<file path="src/rtl/btn_debounce_pulse.sv">
// Push-button synchroniser, debouncer and single-pulse generator with debounced level output.
// Optional auto-repeat while held is enabled by defining BTN_AUTOREPEAT_EN.
module btn_debounce_pulse #(
  parameter int unsigned DEBOUNCE_CYCLES = 500000,
  parameter int unsigned REPEAT_DELAY    = 25000000,
  parameter int unsigned REPEAT_PERIOD   = 5000000
) (
  input  logic i_clk,
  input  logic i_rst,
  input  logic i_btn_raw,
  output logic o_btn_d_s_o,
  output logic o_btn_level,
  output logic o_busy
);

`ifdef BTN_AUTOREPEAT_EN
  localparam bit AUTOREPEAT = 1'b1;
`else
  localparam bit AUTOREPEAT = 1'b0;
`endif

  function automatic int unsigned max3(input int unsigned a, input int unsigned b,
                                       input int unsigned c);
    int unsigned m;
    m = a;
    if (b > m) m = b;
    if (c > m) m = c;
    return m;
  endfunction

  // The repeat parameters only size the shared counter width when auto-repeat is built in.
  localparam int unsigned MAX_PARAM = AUTOREPEAT ?
                                      max3(DEBOUNCE_CYCLES, REPEAT_DELAY, REPEAT_PERIOD) :
                                      DEBOUNCE_CYCLES;
  localparam int unsigned CNT_W     = $clog2(MAX_PARAM);
  localparam logic [CNT_W-1:0] DEB_LAST = CNT_W'(DEBOUNCE_CYCLES - 1);

  typedef enum logic [1:0] {
    IDLE         = 2'd0,
    PRESS_WAIT   = 2'd1,
    HELD         = 2'd2,
    RELEASE_WAIT = 2'd3
  } state_e;

  state_e           state_q, state_d;
  logic             sync1_q, s_btn_q;
  logic [CNT_W-1:0] cnt_q, cnt_d;
  logic             level_q, level_d;
  logic             pulse_q, pulse_d;

`ifdef BTN_AUTOREPEAT_EN
  localparam logic [CNT_W-1:0] DLY_LAST = CNT_W'(REPEAT_DELAY - 1);
  localparam logic [CNT_W-1:0] PER_LAST = CNT_W'(REPEAT_PERIOD - 1);

  logic [CNT_W-1:0] rcnt_q, rcnt_d;
  logic             rep_phase_q, rep_phase_d;
`endif

  always_ff @(posedge i_clk or posedge i_rst) begin
    if (i_rst) begin
      sync1_q     <= 1'b0;
      s_btn_q     <= 1'b0;
      state_q     <= IDLE;
      cnt_q       <= '0;
      level_q     <= 1'b0;
      pulse_q     <= 1'b0;
`ifdef BTN_AUTOREPEAT_EN
      rcnt_q      <= '0;
      rep_phase_q <= 1'b0;
`endif
    end else begin
      sync1_q     <= i_btn_raw;
      s_btn_q     <= sync1_q;
      state_q     <= state_d;
      cnt_q       <= cnt_d;
      level_q     <= level_d;
      pulse_q     <= pulse_d;
`ifdef BTN_AUTOREPEAT_EN
      rcnt_q      <= rcnt_d;
      rep_phase_q <= rep_phase_d;
`endif
    end
  end

  always_comb begin
    state_d = state_q;
    unique case (state_q)
      IDLE:         if (s_btn_q) state_d = PRESS_WAIT;
      PRESS_WAIT: begin
        if (!s_btn_q)              state_d = IDLE;
        else if (cnt_q == DEB_LAST) state_d = HELD;
      end
      HELD:         if (!s_btn_q) state_d = RELEASE_WAIT;
      RELEASE_WAIT: begin
        if (s_btn_q)               state_d = HELD;
        else if (cnt_q == DEB_LAST) state_d = IDLE;
      end
      default:      state_d = IDLE;
    endcase
  end

  // The compare value is reached exactly on the exit transition, so cnt never wraps.
  always_comb begin
    cnt_d   = cnt_q;
    level_d = level_q;
    pulse_d = 1'b0;
    unique case (state_q)
      IDLE: if (s_btn_q) cnt_d = '0;
      PRESS_WAIT: begin
        if (s_btn_q) begin
          if (cnt_q == DEB_LAST) begin
            level_d = 1'b1;
            pulse_d = 1'b1;
          end else begin
            cnt_d = cnt_q + 1'b1;
          end
        end
      end
      HELD: if (!s_btn_q) cnt_d = '0;
      RELEASE_WAIT: begin
        if (!s_btn_q) begin
          if (cnt_q == DEB_LAST) level_d = 1'b0;
          else                   cnt_d   = cnt_q + 1'b1;
        end
      end
      default: cnt_d = '0;
    endcase

`ifdef BTN_AUTOREPEAT_EN
    // Phase 0 waits out the initial delay, phase 1 paces the subsequent repeats.
    rcnt_d      = rcnt_q;
    rep_phase_d = rep_phase_q;
    if (state_q == HELD && s_btn_q) begin
      if (rcnt_q == (rep_phase_q ? PER_LAST : DLY_LAST)) begin
        pulse_d     = 1'b1;
        rcnt_d      = '0;
        rep_phase_d = 1'b1;
      end else begin
        rcnt_d = rcnt_q + 1'b1;
      end
    end else begin
      rcnt_d      = '0;
      rep_phase_d = 1'b0;
    end
`endif
  end

  always_comb begin
    o_btn_d_s_o = pulse_q;
    o_btn_level = level_q;
    o_busy      = (state_q == PRESS_WAIT) || (state_q == RELEASE_WAIT);
  end

endmodule

</file>
<file path="config.mk">
export PLATFORM = sky130hd
export DESIGN_NAME = btn_debounce_pulse
export DESIGN_NICKNAME = d
export VERILOG_FILES = /design/src/rtl/btn_debounce_pulse.sv
export SDC_FILE = /design/constraint.sdc
export NUM_CORES = 1
export LEC_CHECK = 0
export ABC_AREA = 1
export CAP_MARGIN = 40
export CORE_ASPECT_RATIO = 0.5
export CORE_MARGIN = 4
export CORE_UTILIZATION = 55
export CTS_CLUSTER_DIAMETER = 80
export DETAILED_ROUTE_END_ITERATION = 10
export GPL_ROUTABILITY_DRIVEN = 0
export PLACE_DENSITY = 0.73
export SYNTH_ARGS = -nofsm -noshare
export SYNTH_HDL_FRONTEND = slang
export SYNTH_SLANG_ARGS = --single-unit
</file>
<file path="constraint.sdc">
create_clock -name i_clk -period 1.6 [get_ports i_clk]
set_input_delay 0.24 -clock i_clk [delete_from_list [all_inputs] [get_ports i_clk]]
set_output_delay 0.24 -clock i_clk [all_outputs]
set_load 0.02 [all_outputs]
</file>
* After elaboration in Yosys (flattened, before gate mapping) *
Index checks and enable logic that the tools add are counted.
W data, S select, Z words.

storage, ports and cells
  bits in registers = 25
  input port bits = 3
  logic and storage cells = 46

operators by class
  reduce and logical (&&, ||, !) cells = 6
  $add $sub $neg = 1
  equal/unequal tests = 12
  mux-type cells = 21

operator list
  cell                     number
  $mux W19                 5
  $pmux W19 S4             1
  $add A19 B1 Y19 const B  1
  $eq A19 B19 Y1 const B   1
  $mux W2                  6
  $ne A2 B2 Y1 const B     6
  $pmux W2 S4              1
  $reduce_and A4 Y1        2
  $mux W1                  7
  $ne A3 B3 Y1 const B     2
  $reduce_and A5 Y1        1
  $eq A2 B2 Y1 const B     2
  $eq A2 B1 Y1 const B     1
  $logic_not A2 Y1         1
  $pmux W1 S2              1
  $reduce_bool A2 Y1       1
  $logic_or A1 B1 Y1       1

* Longest topological paths before layout *
Gate-level depths: netlist of the first run.

  depth in word-level cells = 4
  gate-level depth with buffers = 10
  mapped depth without buffers = 10

* Worst setup path after synthesis of the first run *
OpenSTA, ideal clock, no wires.

  kind = flip-flop to flip-flop
  start point = register cnt_q[0]
  end point = register cnt_q[6]
  data arrival time = 1.287 ns
  slack = 0.191 ns
  library setup time = 0.122 ns
  stages on the path, launching flop included = 8
  buffers on the path = 1
  clock period less this slack = 1.409 ns
  required time = 1.478 ns
  path through = dfrtp_1 ha_1 nand3_1 nor2_1 nand3_1 nand3_2 buf_6 o21ai_2

on the way
  longest elaborated chain between the ends = 4
  elaborated cells between the ends (all ways) = 6

ends and longest elaborated chain
  what                                               line      RTL
  from (decl)                                        47        logic [CNT_W-1:0] cnt_q, cnt_d;
  from (signal assigned)                             75        cnt_q <= cnt_d;
  $add A19 B1 Y19 or $eq A19 B19 Y1 (tied branches)  -
  $mux W19 (*)                                       111, 122
  $mux W19, on equally long branches                 121, 110
  $pmux W19 S4 (*)                                   107       unique case (state_q)

Mark *: on every way between the ends. The rest lies on a longest branch, timed or not. The select of a mux whose other input is x is not followed.
A chain may end at the register's enable or synchronous reset.

* Worst setup path after layout of the first run *
  start point = register level_q, in the netlist o_btn_level
  end point = output o_btn_level

RTL lines
  what                    line  RTL
  from (decl)             48    logic level_q, level_d;
  from (signal assigned)  76    level_q <= level_d;
  to (decl)               12    output logic o_btn_level,

No word-level cell between the ends.

==> results of run 1 <==
layout make-up:
type	count	area, um^2	share of cell area, %
Inverter	25	93.8	5.38
Tap cell	35	43.8	2.51
Clock buffer	3	41.3	2.37
Timing Repair Buffer	19	183	10.5
Multi-Input combinational cell	141	748	42.9
Sequential cell	25	627	35.9
Clock inverter	1	7.51	0.430
per-stage QoR:
step	worst slack [ps]	utilization (%)	std cells	total power (uW)
floorplan	191	-	196	726
global placement	125	69.8	245	767
detailed placement	81.5	69.8	245	771
CTS	37.3	71.9	249	1160
global route	-6.40	73.1	249	1210
finish	145	73.1	249	1140
power breakdown:
part / switching (uW) / internal, uW / leakage [uW]
Combinational: 57.9 / 46.1 / 0.000400
Sequential: 11.3 / 644 / 0.000339
Clock: 207 / 177 / 0.0000217
Total: 277 / 867 / 0.000760
placed cells by master, fill, tap and decap left out:
| cell type | instances |
|---|---|
| a21oi_1 | 1 |
| clkinv_1 | 1 |
| buf_4 | 12 |
| ha_2 | 1 |
| clkinvlp_4 | 1 |
| dfrtp_2 | 1 |
| o21ai_1 | 3 |
| nand4_1 | 3 |
| nor2_1 | 21 |
| nor3_1 | 2 |
| nand3_1 | 10 |
| clkdlybuf4s50_1 | 4 |
| clkbuf_8 | 3 |
| dlymetal6s2s_1 | 1 |
| nand3b_1 | 2 |
| nor2_2 | 4 |
| nand2_1 | 60 |
| nand3_2 | 1 |
| xnor2_1 | 4 |
| xor2_1 | 8 |
| nand3_4 | 1 |
| o21ai_2 | 11 |
| buf_12 | 2 |
| nor2_4 | 2 |
| o21ai_0 | 4 |
| and2_1 | 1 |
| dfrtp_1 | 24 |
| nand2_2 | 2 |
| inv_1 | 24 |
what timing repair did:
item                       4_1_cts  5_1_grt
hold endpoints to repair         0        0
resized for setup                0        8
setup endpoints to repair        0       13
path summary, 6_finish.rpt:
| kind | cells past startpoint | startpoint | slack [ps] | end |
|---|---|---|---|---|
| max in group asynchronous | 3 | i_rst | 1030 | cnt_q[2]$_DFFE_PP0P_ |
| worst min register to register | 0 | sync1_q$_DFF_PP0_ | 360 | s_btn_q$_DFF_PP0_ |
| worst min-delay path | 3 | i_rst | 310 | cnt_q[5]$_DFFE_PP0P_ |
| worst max-delay path | 1 | o_btn_level$_DFFE_PP0P_ | 150 | o_btn_level |
| worst max register to register | 7 | cnt_q[6]$_DFFE_PP0P_ | 150 | o_btn_level$_DFFE_PP0P_ |
| min in group i_clk | 0 | sync1_q$_DFF_PP0_ | 360 | s_btn_q$_DFF_PP0_ |
layer usage:
metal  part of all wire [%]  GRT usage, %  vias up  routed length (um)
met5                      0             0        -                   0
met4                   0.38          4.38        0                  12
met3                    6.5          6.37        2                 206
met2                     45          31.2       30                1440
met1                     48          28.2      571                1530
li1                       -             -      641                   -
cells by family after synthesis:
kind of cell / share of synthesized area, %
adders and majority gates: 0.842
and+or+nand+nor: 31.6
xor gates and xnor gates: 7.08
AOI/OAI and AO/OA: 9.18
DFF: 42.1
buffers and inverters: 9.18
sequential cells by signal (all words and copies together) (netlist names), named ones only:
| signal | cells |
|---|---|
| o_btn_d_s_o | 1 |
| s_btn_q | 1 |
| cnt_q | 19 |
| state_q | 1 |
| sync1_q | 1 |
| o_btn_level | 1 |
==> results.md, run 1 <==
* Nets@finish at 219
* Worst slew pin tran at 318 ps
* Startpoint types: register
* Post-synth top area share at 42.1%
* Fmax at 687 MHz
* Die Area at 0.00365 mm^2
* Final hold violation count at 0
* CP required at 1360 ps
* Kind of critical path: register to output port
* Largest net degree at the start of global routing at 26
* Worst-path cell chain: clkdlybuf4s50_1
* Diodes inserted at 0
* Unique masters post-synth at 23
* Top cells by area, synth: dfrtp_1 (42%), nand2_1 (15%), o21ai_2 (6.5%)
* Initial antenna violation count at 0
* Input/output buffers at 5
* Clock Tree Buf Depth at 2
* Gr usage total at 20.3%
* Via count at 1244
* Layout cell share with drive strength beyond 1 at 19.2%
* ANT nets after route at 0
* Post-detail-place hpwl at 2.39 mm
* WL per Instance at 12.8 um
* Post-CTS Setup Inserts at 0
* Hold WC Path Type: input port to asynchronous set/reset pin
* Number of synthesized register bits at 25
* Leak pwr at 0.000760 uW
* First-pass GRT wire length at 5.51 mm
* Max-Cap Viols at 0
* Worst path bufs/invs at 1
* First-pass DRT Iterations at 4
* Worst IR drop on VDD at 490 uV
* Seq/Total Area, Yosys at 42.1%
* Synth Cell Area at 0.00149 mm^2
* Endpoint type of the worst setup path: output port
* FP Rows at 12
* DRC at 0
* Vias in the first global route at 1158
* Ys async rst share at 100%
* Post-synth top area cell: dfrtp_1
* Num CTS Buffers at 3
* DP Area at 0.00167 mm^2
* CTS root buf: clkbuf_8
* Vert. Die Dim at 44.7 um
* Status: finished, final reports clean
* Syn_area_per_cell at 7.58 um^2
* Final setup vio count at 0
* Delay-heaviest family, CP: buffers and inverters
* Top FF cell, synth: dfrtp_1
* Clock skew at 5.30 ps
* Post-synth EDFFs at 0
* Critical Path AT at 1210 ps
* DR iter-0 viols at 80
* CTS H-tree depth at 1
* Critical path peak fanout at 2
* Top-count cell post-synth: nand2_1
* Power Density at 656 mW/mm^2
* Starting density of the core at 62.2%
* Total gr overflow at 0
* Fin crit share at 90.9%
* Area delta synth->final at 17.4%
* Die Wd at 81.5 um
* Clk slew on worst S/H paths at 90 ps
* Fin. max-slew vios at 0
* CP max-delay cell: clkdlybuf4s50_1
* Clk Latency, worst-skew pair at 270 ps
* Synth warn at 0
* WHS at 308 ps
* Clk sinks at 25
* Period minus WS final at 1450 ps
* Commonest cells in the netlist: nand2_1 (61), dfrtp_1 (25), inv_1 (24)
* Post-Syn Nets at 200
* CTS Hold Bufs at 0
* Setup TNS Final at 0 ps
* Post-route design area at 0.00174 mm^2
* CTS tree: yes
* Max_slew headroom at 78.8%
* Core ar. at 0.00239 mm^2
* Filler Cell Count at 175
* Via/cell ratio at 5.00
* Cell count after synthesis at 196
* I/O pin count at 6
* Routed wire length at 3.18 mm
* Crit-path max cell delay at 600 ps
No activity file was read; power rests on OpenSTA's default activity.
==> inputs of run 2 (changes only) <==
--- a/config.mk
+++ b/config.mk
@@ -6,14 +6,13 @@
 export NUM_CORES = 1
 export LEC_CHECK = 0
 export ABC_AREA = 1
-export CAP_MARGIN = 40
 export CORE_ASPECT_RATIO = 0.5
 export CORE_MARGIN = 4
 export CORE_UTILIZATION = 55
 export CTS_CLUSTER_DIAMETER = 80
 export DETAILED_ROUTE_END_ITERATION = 10
 export GPL_ROUTABILITY_DRIVEN = 0
-export PLACE_DENSITY = 0.73
+export PLACE_DENSITY = 0.77
 export SYNTH_ARGS = -nofsm -noshare
 export SYNTH_HDL_FRONTEND = slang
 export SYNTH_SLANG_ARGS = --single-unit
==> constraint.sdc (replaced) <==
create_clock -name i_clk -period 1.9 [get_ports i_clk]
set_input_delay 0.285 -clock i_clk [delete_from_list [all_inputs] [get_ports i_clk]]
set_output_delay 0.285 -clock i_clk [all_outputs]
set_load 0.02 [all_outputs]
==> run 2 against run 1 <==
Compared with the run above:
- routed wire length is 10% lower
- register-to-register slack better by 90 ps
- first-iteration DRC count is 99% higher
- worst setup slack better by 95 ps
- hold slack better by 54 ps
- critical endpoint is now cnt_q[9]$_DFFE_PP0P_
- largest power group unchanged
==> results.md, run 2 (synthesis results as in run 1) <==
* Switching Power at 218 uW (was 277 uW)
* Critical Path AT at 1860 ps (was 1210 ps)
* Worst path bufs/invs at 0 (was 1)
* Max reg flops at 19 (unchanged)
* DP Area at 0.00156 mm^2 (was 0.00167 mm^2)
* Largest net degree at the start of global routing at 26 (unchanged)
* Post-route design area at 0.00161 mm^2 (was 0.00174 mm^2)
* CTS tree: yes (unchanged)
* Commonest non-fill, non-tap cell in the layout: nand2_1 (unchanged)
* Post-detail-place hpwl at 2.16 mm (was 2.39 mm)
* Final setup vio count at 0 (unchanged)
* Hold WC Path Type: input port to asynchronous set/reset pin (unchanged)
* Clock Tree Buf Depth at 2 (unchanged)
* Fmax at 602 MHz
* Crit-path max cell delay at 430 ps (was 600 ps)
* Starting density of the core at 62.2% (unchanged)
* Clk pwr share at 33.7% (was 33.6%)
* Initial antenna violation count at 0 (unchanged)
* Most flops, register: cnt_q (unchanged)
* Final hold violation count at 0 (unchanged)
* CP max-delay cell: dfrtp_1 (was clkdlybuf4s50_1)
* Filler Cell Count at 191 (was 175)
* Routed wire length at 2.86 mm (was 3.18 mm)
* Leak pwr at 0.000693 uW (was 0.000760 uW)
* CTS H-tree depth at 1 (unchanged)
* Delay-heaviest family, CP: simple AND/OR/NAND/NOR gates (was buffers and inverters)
* Status: finished, final reports clean (unchanged)
* Clk sinks at 25 (unchanged)
* FP Rows at 12 (unchanged)
* Input/output buffers at 5 (unchanged)
* Core ar. at 0.00239 mm^2 (unchanged)
* Worst IR drop on VDD at 488 uV (was 490 uV)
* Post-cts sizing count at 0 (unchanged)
* Total power at 928 uW (was 1140 uW)
* Max-Cap Viols at 0 (unchanged)
* Clock skew at 3.91 ps (was 5.30 ps)
* Num CTS Buffers at 3 (unchanged)
* Post-CTS Setup Inserts at 0 (unchanged)
* RSZ-0062 raised after global routing: false
* Nets@finish at 208 (was 219)
* Fin. max-slew vios at 0 (unchanged)
* Worst slew pin tran at 388 ps (was 318 ps)
* Layout cell share with drive strength beyond 1 at 12.8% (was 19.2%)
* Via count at 1201 (was 1244)
* Vert. Die Dim at 44.7 um (unchanged)
* Diodes inserted at 0 (unchanged)
* DRC at 0 (unchanged)
* Die Area at 0.00365 mm^2 (unchanged)
* Via/cell ratio at 5.05 (was 5.00)
* Max_slew headroom at 74.0% (was 78.8%)
* Combinational share of power at 6.6% (was 9.1%)
* Gr usage total at 18.3% (was 20.3%)
* First-pass DRT Iterations at 4 (unchanged)
* Setup TNS Final at 0 ps (unchanged)
* WHS at 363 ps (was 308 ps)
* Total gr overflow at 0 (unchanged)
* Core Util, Final at 67.2% (was 73.1%)
* Vias in the first global route at 1054 (was 1158)
* Most frequent cells in the layout: nand2_1 (61), dfrtp_1 (25), inv_1 (24) (was nand2_1 (60), inv_1 (24), dfrtp_1 (24))
* Critical path peak fanout at 20 (was 2)
* Seq pwr share at 59.8% (was 57.3%)
* Period minus WS final at 1660 ps
* Sequential Area at 626 um^2 (was 627 um^2)
* CTS root buf: clkbuf_8 (unchanged)
* Sw frac at 23.5% (was 24.2%)
* Fin crit share at 87.4%
* Clk Latency, worst-skew pair at 270 ps (about the same)
* Startpoint types: register (unchanged)
* Multi-input gate area at 723 um^2 (was 748 um^2)
* CP required at 2100 ps (was 1360 ps)
* Worst-path cell chain: ha_1 -> nand2_1 -> nor2_2 -> nand3_2 -> nand2_2 -> nand2_1 -> o21ai_2 (was clkdlybuf4s50_1)
* Most Frequent Cell on Critical Path: nand2_1
* Endpoint type of the worst setup path: register (was output port)
* DR iter-0 viols at 159 (was 80)
* First-pass GRT wire length at 4.97 mm (was 5.51 mm)
* WL per Instance at 12.0 um (was 12.8 um)
* Clk slew on worst S/H paths at 90 ps (about the same)
* Kind of critical path: register to register (was register to output port)
* I/O pin count at 6 (unchanged)
* Power Density at 578 mW/mm^2 (was 656 mW/mm^2)
* Area delta synth->final at 8.09% (was 17.4%)
* Cell-internal power at 710 uW (was 867 uW)
* ANT nets after route at 0 (unchanged)
* Die Wd at 81.5 um (unchanged)
* CTS Hold Bufs at 0 (unchanged)
## run 2: path summary, 6_finish.rpt
kind                       slack [ps]               endpoint  cells after the start                 start
min                               360  cnt_q[12]$_DFFE_PP0P_                      3                 i_rst
max                               240   cnt_q[9]$_DFFE_PP0P_                      7  cnt_q[0]$_DFFE_PP0P_
min reg2reg                       380      s_btn_q$_DFF_PP0_                      0     sync1_q$_DFF_PP0_
max reg2reg                       240   cnt_q[9]$_DFFE_PP0P_                      7  cnt_q[0]$_DFFE_PP0P_
max in group asynchronous        1300  cnt_q[15]$_DFFE_PP0P_                      3                 i_rst
min in group i_clk                380      s_btn_q$_DFF_PP0_                      0     sync1_q$_DFF_PP0_
## run 2: power by group through the flow
stage / clock network (uW) / logic (uW) / registers [uW]
3_3_place_gp: 0 / 62.4 / 564
4_1_cts: 320 / 62.4 / 555
5_1_grt: 347 / 69.5 / 558
3_5_place_dp: 0 / 62.7 / 565
6_report: 312 / 61.1 / 555
2_1_floorplan: 0 / 48.5 / 563
## run 2: layout make-up
class	instances	share of cell area [%]
well taps	35	2.73
clock inverters	1	0.312
repair buffers	8	4.52
flip-flops and latches	25	39.0
inverters	25	5.85
multi-input cells	141	45.1
clock buffers	3	2.57
## run 2: through the flow
step                      instances  setup slack [ps]
final                           238               240
after detailed placement        234               250
after CTS                       238               253
after global routing            238              65.8
after floorplan                 196               491
after global placement          234               278
## run 2: worst min-delay path, delay by kind of cell
kind                   cells  cell delay, ps
buffers and inverters      3             750
## run 2: layer usage
layer	track usage, %	wire length, um	share of wire, %	up-vias
li1	-	-	-	619
met1	26.8	1440	50	538
met2	27.3	1200	42	40
met3	5.38	205	7.2	4
met4	3.03	15	0.52	0
met5	0	0	0	-
==> inputs of run 3 (changes only) <==
--- a/config.mk
+++ b/config.mk
@@ -6,13 +6,15 @@
 export NUM_CORES = 1
 export LEC_CHECK = 0
 export ABC_AREA = 1
+export CAP_MARGIN = 20
 export CORE_ASPECT_RATIO = 0.5
 export CORE_MARGIN = 4
 export CORE_UTILIZATION = 55
 export CTS_CLUSTER_DIAMETER = 80
 export DETAILED_ROUTE_END_ITERATION = 10
+export DONT_BUFFER_PORTS = 1
 export GPL_ROUTABILITY_DRIVEN = 0
-export PLACE_DENSITY = 0.77
+export PLACE_DENSITY = 0.74
 export SYNTH_ARGS = -nofsm -noshare
 export SYNTH_HDL_FRONTEND = slang
 export SYNTH_SLANG_ARGS = --single-unit
==> run 3 against run 2 <==
Compared with the run above:
- register-to-register slack hardly changed
- critical endpoint is now cnt_q[17]$_DFFE_PP0P_
- largest cell class unchanged
- worst setup slack worse by 11 ps
- maximum frequency is 0.68% lower
- clock power is 3% higher
- critical path type unchanged
- via count hardly changed
- final area is 2.5% lower
- final cell count is 1.7% lower
- hold slack worse by 330 ps
==> results.md, run 3 (synthesis results as in run 1) <==
* Diodes inserted at 0 (unchanged)
* Via/cell ratio at 5.14 (was 5.05)
* Post-detail-place hpwl at 2.24 mm (was 2.16 mm)
* CP max-delay cell: dfrtp_1 (unchanged)
* Crit-path max cell delay at 430 ps (about the same)
* Vias in the first global route at 1078 (was 1054)
* Nets@finish at 204 (was 208)
* First-pass DRT Iterations at 4 (unchanged)
* Fin. max-slew vios at 0 (unchanged)
* Endpoint type of the worst setup path: register (unchanged)
* CTS tree: yes (unchanged)
* Final hold violation count at 0 (unchanged)
* Max-Cap Viols at 0 (unchanged)
* ANT nets after route at 0 (unchanged)
* Fin crit share at 88.0% (was 87.4%)
* Num CTS Buffers at 3 (unchanged)
* Largest net degree at the start of global routing at 21 (was 26)
* Most frequent cells in the layout: nand2_1 (61), dfrtp_1 (25), inv_1 (24) (unchanged)
* Critical path peak fanout at 8 (was 20)
* Gr usage total at 18.3% (about the same)
* Most used routing layer: met1 (was met2)
* Hold WC Path Type: input port to register (was input port to asynchronous set/reset pin)
* Leak pwr at 0.000679 uW (was 0.000693 uW)
* Total gr overflow at 0 (unchanged)
* Routed wire length at 2.88 mm (was 2.86 mm)
* I/O pin count at 6 (unchanged)
* Grt met1 use at 27.1% (was 26.8%)
* Post-cts sizing count at 0 (unchanged)
* Worst slew pin tran at 482 ps (was 388 ps)
* Final setup vio count at 0 (unchanged)
* WL per Instance at 12.3 um (was 12.0 um)
* Input/output buffers at 0 (was 5)
* Sequential Area at 626 um^2 (unchanged)
* Commonest non-fill, non-tap cell in the layout: nand2_1 (unchanged)
* Status: finished, final reports clean (unchanged)
* Clock skew at 5.52 ps (was 3.91 ps)
* Clk Latency, worst-skew pair at 270 ps (about the same)
* Setup TNS Final at 0 ps (unchanged)
* Multi-input gate area at 723 um^2 (unchanged)
* Area delta synth->final at 5.39% (was 8.09%)
* Inst Count DP at 229 (was 234)
* Startpoint types: register (unchanged)
* RSZ-0062 raised after global routing: false (unchanged)
* Max_slew headroom at 67.8% (was 74.0%)
* Most flops, register: cnt_q (unchanged)
* CP required at 2060 ps (was 2100 ps)
* Fmax at 598 MHz (was 602 MHz)
* Vert. Die Dim at 44.7 um (unchanged)
* Clk sinks at 25 (unchanged)
* Initial antenna violation count at 0 (unchanged)
* Filler Cell Count at 214 (was 191)
* Starting density of the core at 62.2% (unchanged)
* Period minus WS final at 1670 ps (was 1660 ps)
* Worst IR drop on VDD at 326 uV (was 488 uV)
* Kind of critical path: register to register (unchanged)
* Worst path bufs/invs at 2 (was 0)
* CTS H-tree depth at 1 (unchanged)
* Worst-path cell chain: ha_1 -> nand3_1 -> nor2_1 -> nand3_1 -> nand3_2 -> buf_4 -> inv_1 -> nand2_1 -> nand2_1 (was ha_1 -> nand2_1 -> nor2_2 -> nand3_2 -> nand2_2 -> nand2_1 -> o21ai_2)
* FP Rows at 12 (unchanged)
* Max reg flops at 19 (unchanged)
* Met3 Usage GRT at 5.78% (was 5.38%)
* Die Wd at 81.5 um (unchanged)
* Critical Path AT at 1840 ps (was 1860 ps)
* Layout cell share with drive strength beyond 1 at 13.1% (was 12.8%)
* Met2 Use GR at 25.9% (was 27.3%)
* Core ar. at 0.00239 mm^2 (unchanged)
* CTS root buf: clkbuf_8 (unchanged)
* Total power at 932 uW (was 928 uW)
* Clk slew on worst S/H paths at 90 ps (about the same)
* Delay-heaviest family, CP: simple AND/OR/NAND/NOR gates (unchanged)
* DRC at 0 (unchanged)
* First-pass GRT wire length at 4.99 mm (was 4.97 mm)
* Non-Filler Instances at 234 (was 238)
* Die Area at 0.00365 mm^2 (unchanged)
* DR iter-0 viols at 59 (was 159)
* Power Density at 595 mW/mm^2 (was 578 mW/mm^2)
* Clock Tree Buf Depth at 2 (unchanged)
* Via count at 1202 (was 1201)
-- run 3: cell count changes in the layout (fill, tap and decap cells not counted) --
cell and change:
clkdlybuf4s50_1 -5, dlygate4sd3_1 +1
-- run 3: final cells by class --
type / instances / share of cell area [%]
well taps: 35 / 2.80
repair buffers: 4 / 2.08
clock buffers: 3 / 2.64
flip-flops and latches: 25 / 40.0
multi-input cells: 141 / 46.2
clock inverters: 1 / 0.320
inverters: 25 / 6.00
-- run 3: path summary, 6_finish.rpt --
check / start / endpoint / slack [ps] / depth (start not counted)
max in group asynchronous: i_rst / cnt_q[13]$_DFFE_PP0P_ / 870 / 3
setup / recovery: cnt_q[0]$_DFFE_PP0P_ / cnt_q[17]$_DFFE_PP0P_ / 230 / 9
hold / removal: i_btn_raw / sync1_q$_DFF_PP0_ / 30 / 0
hold reg to reg: sync1_q$_DFF_PP0_ / s_btn_q$_DFF_PP0_ / 370 / 0
min in group asynchronous: i_rst / o_btn_d_s_o$_DFF_PP0_ / 460 / 2
setup reg to reg: cnt_q[0]$_DFFE_PP0P_ / cnt_q[17]$_DFFE_PP0P_ / 230 / 9
-- run 3: power breakdown --
part           leakage, uW  total [uW]  switching, uW  internal (uW)
registers         0.000340         557           14.4            542
logic             0.000313        55.4           38.2           17.2
clock network    0.0000255         320            173            147
-- run 3: stage by stage --
| stage | setup WS [ps] | util [%] | hold WS [ps] | area, um^2 |
|---|---|---|---|---|
| after detailed placement | 233 | 63.2 | 223 | 1510 |
| after global placement | 319 | 63.2 | 191 | 1510 |
| after CTS | 219 | 65.6 | 26.3 | 1570 |
| final | 228 | 65.6 | 30.5 | 1570 |
| after global routing | 107 | 65.6 | 18.5 | 1570 |
| after floorplan | 491 | - | 312 | 1490 |
-- run 3: metal layers --
layer | vias to the layer above | part of all wire (%) | wire, um
met1 | 561 | 52 | 1500
met3 | 4 | 5.9 | 171
met4 | 0 | 0.66 | 19
met5 | - | 0 | 0
li1 | 613 | - | -
met2 | 24 | 41 | 1190
-- run 3: timing repair --
action	CTS	global route
hold endpoints to repair	11	0
buffers inserted	0	0
hold buffers	1	0
